**config.mk**
```make
export PLATFORM = sky130hd
export DESIGN_NAME = spi_slave
export DESIGN_NICKNAME = d
export VERILOG_FILES = /design/src/rtl/spi_slave_pkg.sv /design/src/rtl/spi_slave_sync.sv /design/src/rtl/spi_slave.sv
export SDC_FILE = /design/constraint.sdc
export NUM_CORES = 1
export LEC_CHECK = 0
export ABC_AREA = 1
export CAP_MARGIN = 10
export CORE_MARGIN = 4
export CORE_UTILIZATION = 35
export CTS_CLUSTER_SIZE = 30
export DETAILED_ROUTE_END_ITERATION = 12
export PLACE_DENSITY = 0.68
export SLEW_MARGIN = 5
export SYNTH_ARGS = -nofsm -noshare
export SYNTH_HDL_FRONTEND = slang
export SYNTH_SLANG_ARGS = --single-unit
export TNS_END_PERCENT = 1
```
**constraint.sdc**
```tcl
create_clock -name Clk -period 1.6 [get_ports Clk]
set_clock_uncertainty 0.05 [all_clocks]
set_input_delay 0.24 -clock Clk [delete_from_list [all_inputs] [get_ports Clk]]
set_output_delay 0.24 -clock Clk [all_outputs]
set_load 0.05 [all_outputs]
```
**src/rtl/spi_slave_pkg.sv**
```systemverilog
// Shared constants for the SPI slave: frame size, Mode bit positions,
// underrun fill byte and FSM state encodings.
package spi_slave_pkg;

  localparam int SPI_NBITS = 8;
  localparam int SPI_CNT_W = $clog2(SPI_NBITS);

  // Bit positions inside Mode = {CPOL, CPHA}
  localparam int SPI_CPOL = 1;
  localparam int SPI_CPHA = 0;

  // Byte shifted out when a byte starts with nothing pending
  localparam logic [SPI_NBITS-1:0] SPI_FILL = 8'hFF;

  // FSM states
  localparam logic [0:0] ST_IDLE   = 1'b0;
  localparam logic [0:0] ST_ACTIVE = 1'b1;

  // MSB-first shift with a new bit entering at the LSB
  function automatic logic [SPI_NBITS-1:0] shift_in(input logic [SPI_NBITS-1:0] r,
                                                    input logic b);
    return {r[SPI_NBITS-2:0], b};
  endfunction

endpackage

```
**src/rtl/spi_slave_sync.sv**
```systemverilog
// Two-flop synchronizer followed by an edge register; reports the
// synchronized level plus single-cycle rise/fall strobes.
module spi_slave_sync #(
  parameter logic RST_VAL = 1'b0
) (
  input  logic clk,
  input  logic rst_n,
  input  logic async_in,
  output logic level,
  output logic rise,
  output logic fall
);

  logic ff1, ff2, ff3;

  // Metastability chain plus one extra stage for edge detection
  always_ff @(posedge clk or negedge rst_n) begin
    if (!rst_n) begin
      ff1 <= RST_VAL;
      ff2 <= RST_VAL;
      ff3 <= RST_VAL;
    end else begin
      ff1 <= async_in;
      ff2 <= ff1;
      ff3 <= ff2;
    end
  end

  assign level = ff2;
  assign rise  = ff2 & ~ff3;
  assign fall  = ~ff2 & ff3;

endmodule

```
**src/rtl/spi_slave.sv**
```systemverilog
// SPI slave, all four modes, 8-bit MSB-first frames, oversampled in the
// local Clk domain. Single transmit holding register with pending flag.
module spi_slave
  import spi_slave_pkg::*;
(
  input  logic                 Clk,
  input  logic                 Rst_n,
  input  logic [1:0]           Mode,
  input  logic                 SCK,
  input  logic                 SDI,
  input  logic                 CS,
  output logic                 SDO,
  output logic                 SdoEn,
  input  logic [SPI_NBITS-1:0] TxData,
  input  logic                 TxLoad,
  output logic                 TxPend,
  output logic [SPI_NBITS-1:0] RxData,
  output logic                 RxValid,
  output logic                 TxUnderrun,
  output logic                 Busy
);

  logic                 sck_lvl, sck_rise, sck_fall;
  logic                 cs_lvl, cs_rise, cs_fall;
  logic                 sdi_ff1, sdi_ff2;
  logic [0:0]           state;
  logic [1:0]           mode_q;
  logic [SPI_CNT_W-1:0] cnt;
  logic [SPI_NBITS-1:0] rx_sr, tx_sr, hold;
  logic                 first_lead;

  logic cpol, cpha, in_byte, sck_edge, lead, trail, sample, shift;
  logic start, byte_end, reload;
  logic [SPI_NBITS-1:0] reload_val;

  spi_slave_sync #(.RST_VAL(1'b0)) u_sck_sync (
    .clk(Clk), .rst_n(Rst_n), .async_in(SCK),
    .level(sck_lvl), .rise(sck_rise), .fall(sck_fall)
  );

  spi_slave_sync #(.RST_VAL(1'b1)) u_cs_sync (
    .clk(Clk), .rst_n(Rst_n), .async_in(CS),
    .level(cs_lvl), .rise(cs_rise), .fall(cs_fall)
  );

  // SDI only needs to be stable, it is sampled on the SCK strobes
  always_ff @(posedge Clk or negedge Rst_n) begin
    if (!Rst_n) begin
      sdi_ff1 <= 1'b0;
      sdi_ff2 <= 1'b0;
    end else begin
      sdi_ff1 <= SDI;
      sdi_ff2 <= sdi_ff1;
    end
  end

  assign cpol     = mode_q[SPI_CPOL];
  assign cpha     = mode_q[SPI_CPHA];
  // Edges seen in the same cycle CS rises belong to an abandoned byte
  assign in_byte  = (state == ST_ACTIVE) & ~cs_rise;
  assign sck_edge = sck_rise | sck_fall;
  // Leading edge moves SCK away from its idle level (CPOL)
  assign lead     = in_byte & sck_edge & (sck_lvl != cpol);
  assign trail    = in_byte & sck_edge & (sck_lvl == cpol);
  assign sample   = cpha ? trail : lead;
  assign shift    = cpha ? lead  : trail;
  assign start    = (state == ST_IDLE) & cs_fall;
  assign byte_end = sample & (cnt == SPI_CNT_W'(SPI_NBITS - 1));
  // CPHA=0: only the 8th trailing edge finds the counter back at 0
  assign reload   = start | (cpha ? byte_end : (shift & (cnt == '0)));
  assign reload_val = TxPend ? hold : SPI_FILL;

  // FSM, bit counter and receive path
  always_ff @(posedge Clk or negedge Rst_n) begin
    if (!Rst_n) begin
      state      <= ST_IDLE;
      mode_q     <= 2'b00;
      cnt        <= '0;
      rx_sr      <= '0;
      RxData     <= '0;
      RxValid    <= 1'b0;
      first_lead <= 1'b0;
    end else begin
      RxValid <= 1'b0;
      if (cs_rise) begin
        state <= ST_IDLE;
      end else if (start) begin
        state      <= ST_ACTIVE;
        mode_q     <= Mode;
        cnt        <= '0;
        first_lead <= 1'b1;
      end
      if (sample) begin
        rx_sr <= shift_in(rx_sr, sdi_ff2);
        cnt   <= cnt + SPI_CNT_W'(1);
        if (byte_end) begin
          RxData     <= shift_in(rx_sr, sdi_ff2);
          RxValid    <= 1'b1;
          first_lead <= 1'b1;
        end
      end
      // CPHA=1: first leading edge of a byte only presents the MSB
      if (shift && !reload && cpha && first_lead)
        first_lead <= 1'b0;
    end
  end

  // Transmit shift register: reload at byte boundaries, else shift left
  always_ff @(posedge Clk or negedge Rst_n) begin
    if (!Rst_n) begin
      tx_sr <= '0;
    end else if (reload) begin
      tx_sr <= reload_val;
    end else if (shift && !(cpha && first_lead)) begin
      tx_sr <= {tx_sr[SPI_NBITS-2:0], 1'b0};
    end
  end

  // Holding register: a reload consumes it, TxLoad refills and wins on pend
  always_ff @(posedge Clk or negedge Rst_n) begin
    if (!Rst_n) begin
      hold       <= SPI_FILL;
      TxPend     <= 1'b0;
      TxUnderrun <= 1'b0;
    end else begin
      TxUnderrun <= reload & ~TxPend;
      if (reload)
        TxPend <= 1'b0;
      if (TxLoad) begin
        hold   <= TxData;
        TxPend <= 1'b1;
      end
    end
  end

  assign SdoEn = (state == ST_ACTIVE);
  assign SDO   = SdoEn & tx_sr[SPI_NBITS-1];
  assign Busy  = ~cs_lvl;

endmodule
```
==> results.md <==
- Outcome: finished with violations
- Failing checks: setup timing
- RSZ-0062 raised after global routing: true
- Area after DPL: 0.002614 sq mm
- Slowest stage delay, CP: ~0.53 ns
- Via count: 1553
- R2r endpoint: tx_sr[1]
- Nets: roughly 300
- Lkg Pwr: ~1.4 nW
- Mean Syn Cell Area: between 9 and 10 sq um
- Period minus WS final: 1.623 ns
- Main synth FF type: dfrtp_1
- Initial antenna violation count: 0
- Tot GR Track Use: 11.59%
- Slowest CP cell: dfstp_2
- Crit path depth: 10
- Fmax: just over 0.6 GHz
- Period utilization: 101.5%
- YS warnings: 0
- DRT iter0 DRCs: about 120
- Global route total overflow: 0
- FF-to-FF path depth: 10
- Antenna-violating nets left: 0
- Synth top cells by count: nand2_1, dfrtp_1, inv_1, o21ai_0, dfstp_2
- Top post-synthesis cells by area: dfrtp_1, nand2_1, dfstp_2, inv_1, o21ai_0
- Max Slew Vio Count: 0
- Antenna cells: 0
- Root Driver: clkbuf_8
- TritonCTS Buffers: 5
- Most frequent cell after synthesis: nand2_1
- Largest driver fanout on the critical path: 7
- WL final: roughly 3900 um
- Layout cells sized above 1: 30.69%
- Startpoint types: flop
- Die X: around 86 um
- Crit path to: tx_sr[1]
- Largest net degree at the start of global routing: 50
- Syn_nets: around 250
- Max Cap Violations: 0
- Port Buffers: 29
- Crit Path Class: flop to flop
- Cell variety after synth: 27
- Post-synth top area share: roughly 44%
- Gp weighted congestion: ~0.83
- Cell Pwr Density: about 1400 mW/mm^2
- Most frequent CP cell: nand2_2
- WP data arrival: 1.81 ns
- Slew @ Worst Pin: 0.3520 ns
- Cells after Synth: ~230
- Flop2flop setup slack: -0.02 ns
- Drt drc: 0
- Mapped cell area: 0.002142 sq mm
- Longest Clk Path Bufs: 2
- WL per Instance: 11.14 um
- Vias in the first global route: around 1600
- Crit path max-delay family: simple AND/OR/NAND/NOR gates
- H-tree levels: 2
- Switching power: between 1 and 1.5 mW
- Die area: around 0.0074 sq mm
- Synthesis-to-layout area growth: 29.79%
- Final instance area: 0.002780 sq mm
- Slack of the critical path: -0.02327 ns
- Final cell count without fillers: about 350
- Hold crit path type: input pin to flop
- TritonCTS clock tree: built
- Rows: 28
- Power, Total: 3.775 mW
- Global-route wire length before repair: 6906 um
- Seq pwr share: 45.7%
- Placed Cells incl. Taps: around 340
- Share of the yosys chip area belonging to registers: 57.89%
- Post-synth EDFFs: 0
- Cell internal pwr: about 2.4 mW
- Worst skew pair latency: roughly 0.30 ns
- Vias per inst: around 4.4
- Core area: between 0.005 and 0.006 sq mm
- Starting density of the core: around 36%
- CP endpoint kind: flop
- DRT Pass-1 Iters: 6
- CP Launch Point: u_cs_sync.ff3
- Final Setup Violations: 7
- Asr flop ratio synth: between 90% and 100%
- Synth area leader: dfrtp_1
- Sw Ratio: about 37%
- DP HPWL: between 2000 and 3000 um
- Slew HR: approximately three quarters
- Peak supply drop: between 400 and 500 uV
- Clk pin slew, worst setup/hold paths: approximately 0.09 ns
- Worst EP required: roughly 1.8 ns
- Clk network pwr share: 18.7%
- Cells along the critical path: inv_2 -> nand2_2 -> nand2_2 -> nor2_4 -> nand2_2 -> o21ai_4 -> o21ai_4 -> nand2_4 -> nand2_1 -> nand2_1
- Crit path buf inv count: 1
- Die span in y: 86.23 um
- Setup TNS: -0.1064 ns
- #FFs+latches synth: about 50
- Sink Count: around 50
- Logic gate share of total power: a little over a third
- Final hold vios: 0
- Top Ports: 30
- Critical R2R Launch: u_cs_sync.ff3
- Pre-CTS setup slack: -0.05575 ns
-- state kept, by name, summed over array words and instances (netlist names), 2 cells and up --
signal  flops
rx_sr       7
RxData      8
mode_q      2
cnt         3
tx_sr       8
hold        8
-- area by class of cell --
cell class / instances / area [sq um]
Sequential cell: 49 / 1242
Tap cell: 75 / 93.84
Clock inverter: 3 / 17.52
Multi-Input combinational cell: 144 / 804.5
Clock buffer: 5 / 68.82
Inverter: 30 / 115.1
Timing Repair Buffer: 46 / 437.9
Fill cell: 561 / 3141
-- power by group through the flow --
stage,Combinational [mW],Clock [mW],Sequential [mW]
after floorplan,0.683,0,1.91
after global placement,1.26,0,1.73
after detailed placement,1.27,0,1.74
after CTS,1.34,0.742,1.72
after global routing,1.51,0.791,1.76
final,1.34,0.705,1.73
-- worst register-to-register path, stage by stage, from the launching register on --
cell and delay (ns):
dfstp_2 0.53, inv_2 0.04, nand2_2 0.05, nand2_2 0.06, nor2_4 0.16, nand2_2 0.11, o21ai_4 0.21, o21ai_4 0.12
nand2_4 0.12, nand2_1 0.06, nand2_1 0.05
-- what timing repair did --
action	4_1_cts	5_1_grt
setup buffers	1	0
pin swaps	5	1
gates resized for setup	10	10
setup endpoints to repair	17	27
hold buffers	1	0
hold endpoints to repair	38	0
cloned	1	0
-- cells by family after synthesis --
logic type               count (synthesis)  synth area share, %
XOR/XNOR                                 1               0.7596
AO/OA/AOI/OAI                           28                8.645
adder cells (fa/ha/maj)                  3                1.753
buffers and inverters                   36                7.184
multiplexers                             1               0.5257
AND/OR/NAND/NOR                        110                23.25
flip-flops                              49                57.89
-- metrics by stage --
stage                     util (%)  hold slack, ns
after floorplan                  -         -0.1056
after global placement       44.15          0.1948
after detailed placement     44.15          0.1957
after CTS                    46.68          0.2862
after global routing         46.96          0.2799
final                        46.96          0.2931
-- worst min path at each step --
stage                     startpoint       endpoint  cells after the start
after floorplan                Rst_n      RxData[0]                      0
after detailed placement       Rst_n        sdi_ff1                      2
after global placement         Rst_n     TxUnderrun                      2
final                             CS  u_cs_sync.ff1                      1
after global routing              CS  u_cs_sync.ff1                      1
after CTS                         CS  u_cs_sync.ff1                      1
-- layout by cell type, fill, tap and decap left out, drive strengths merged, types with 2 or more instances in the layout --
master / synthesis / routed
nand2: 86 / 86
dfrtp: 38 / 38
buf: 4 / 31
inv: 30 / 30
o21ai: 26 / 27
clkdlybuf4s50: 0 / 14
dfstp: 11 / 11
nand3: 11 / 11
nand4: 9 / 9
clkbuf: 2 / 5
ha: 3 / 3
nor2: 3 / 3
clkinv: 0 / 2
-- routing by layer --
metal / up-vias / part of all wire, % / track usage [%]
met5: - / 0 / 0
met4: 0 / 1.7 / 4.391
met3: 5 / 4.5 / 2.757
met2: 30 / 47 / 18.92
met1: 704 / 47 / 14.98
li1: 814 / - / -
No activity file was read; power rests on OpenSTA's default activity.
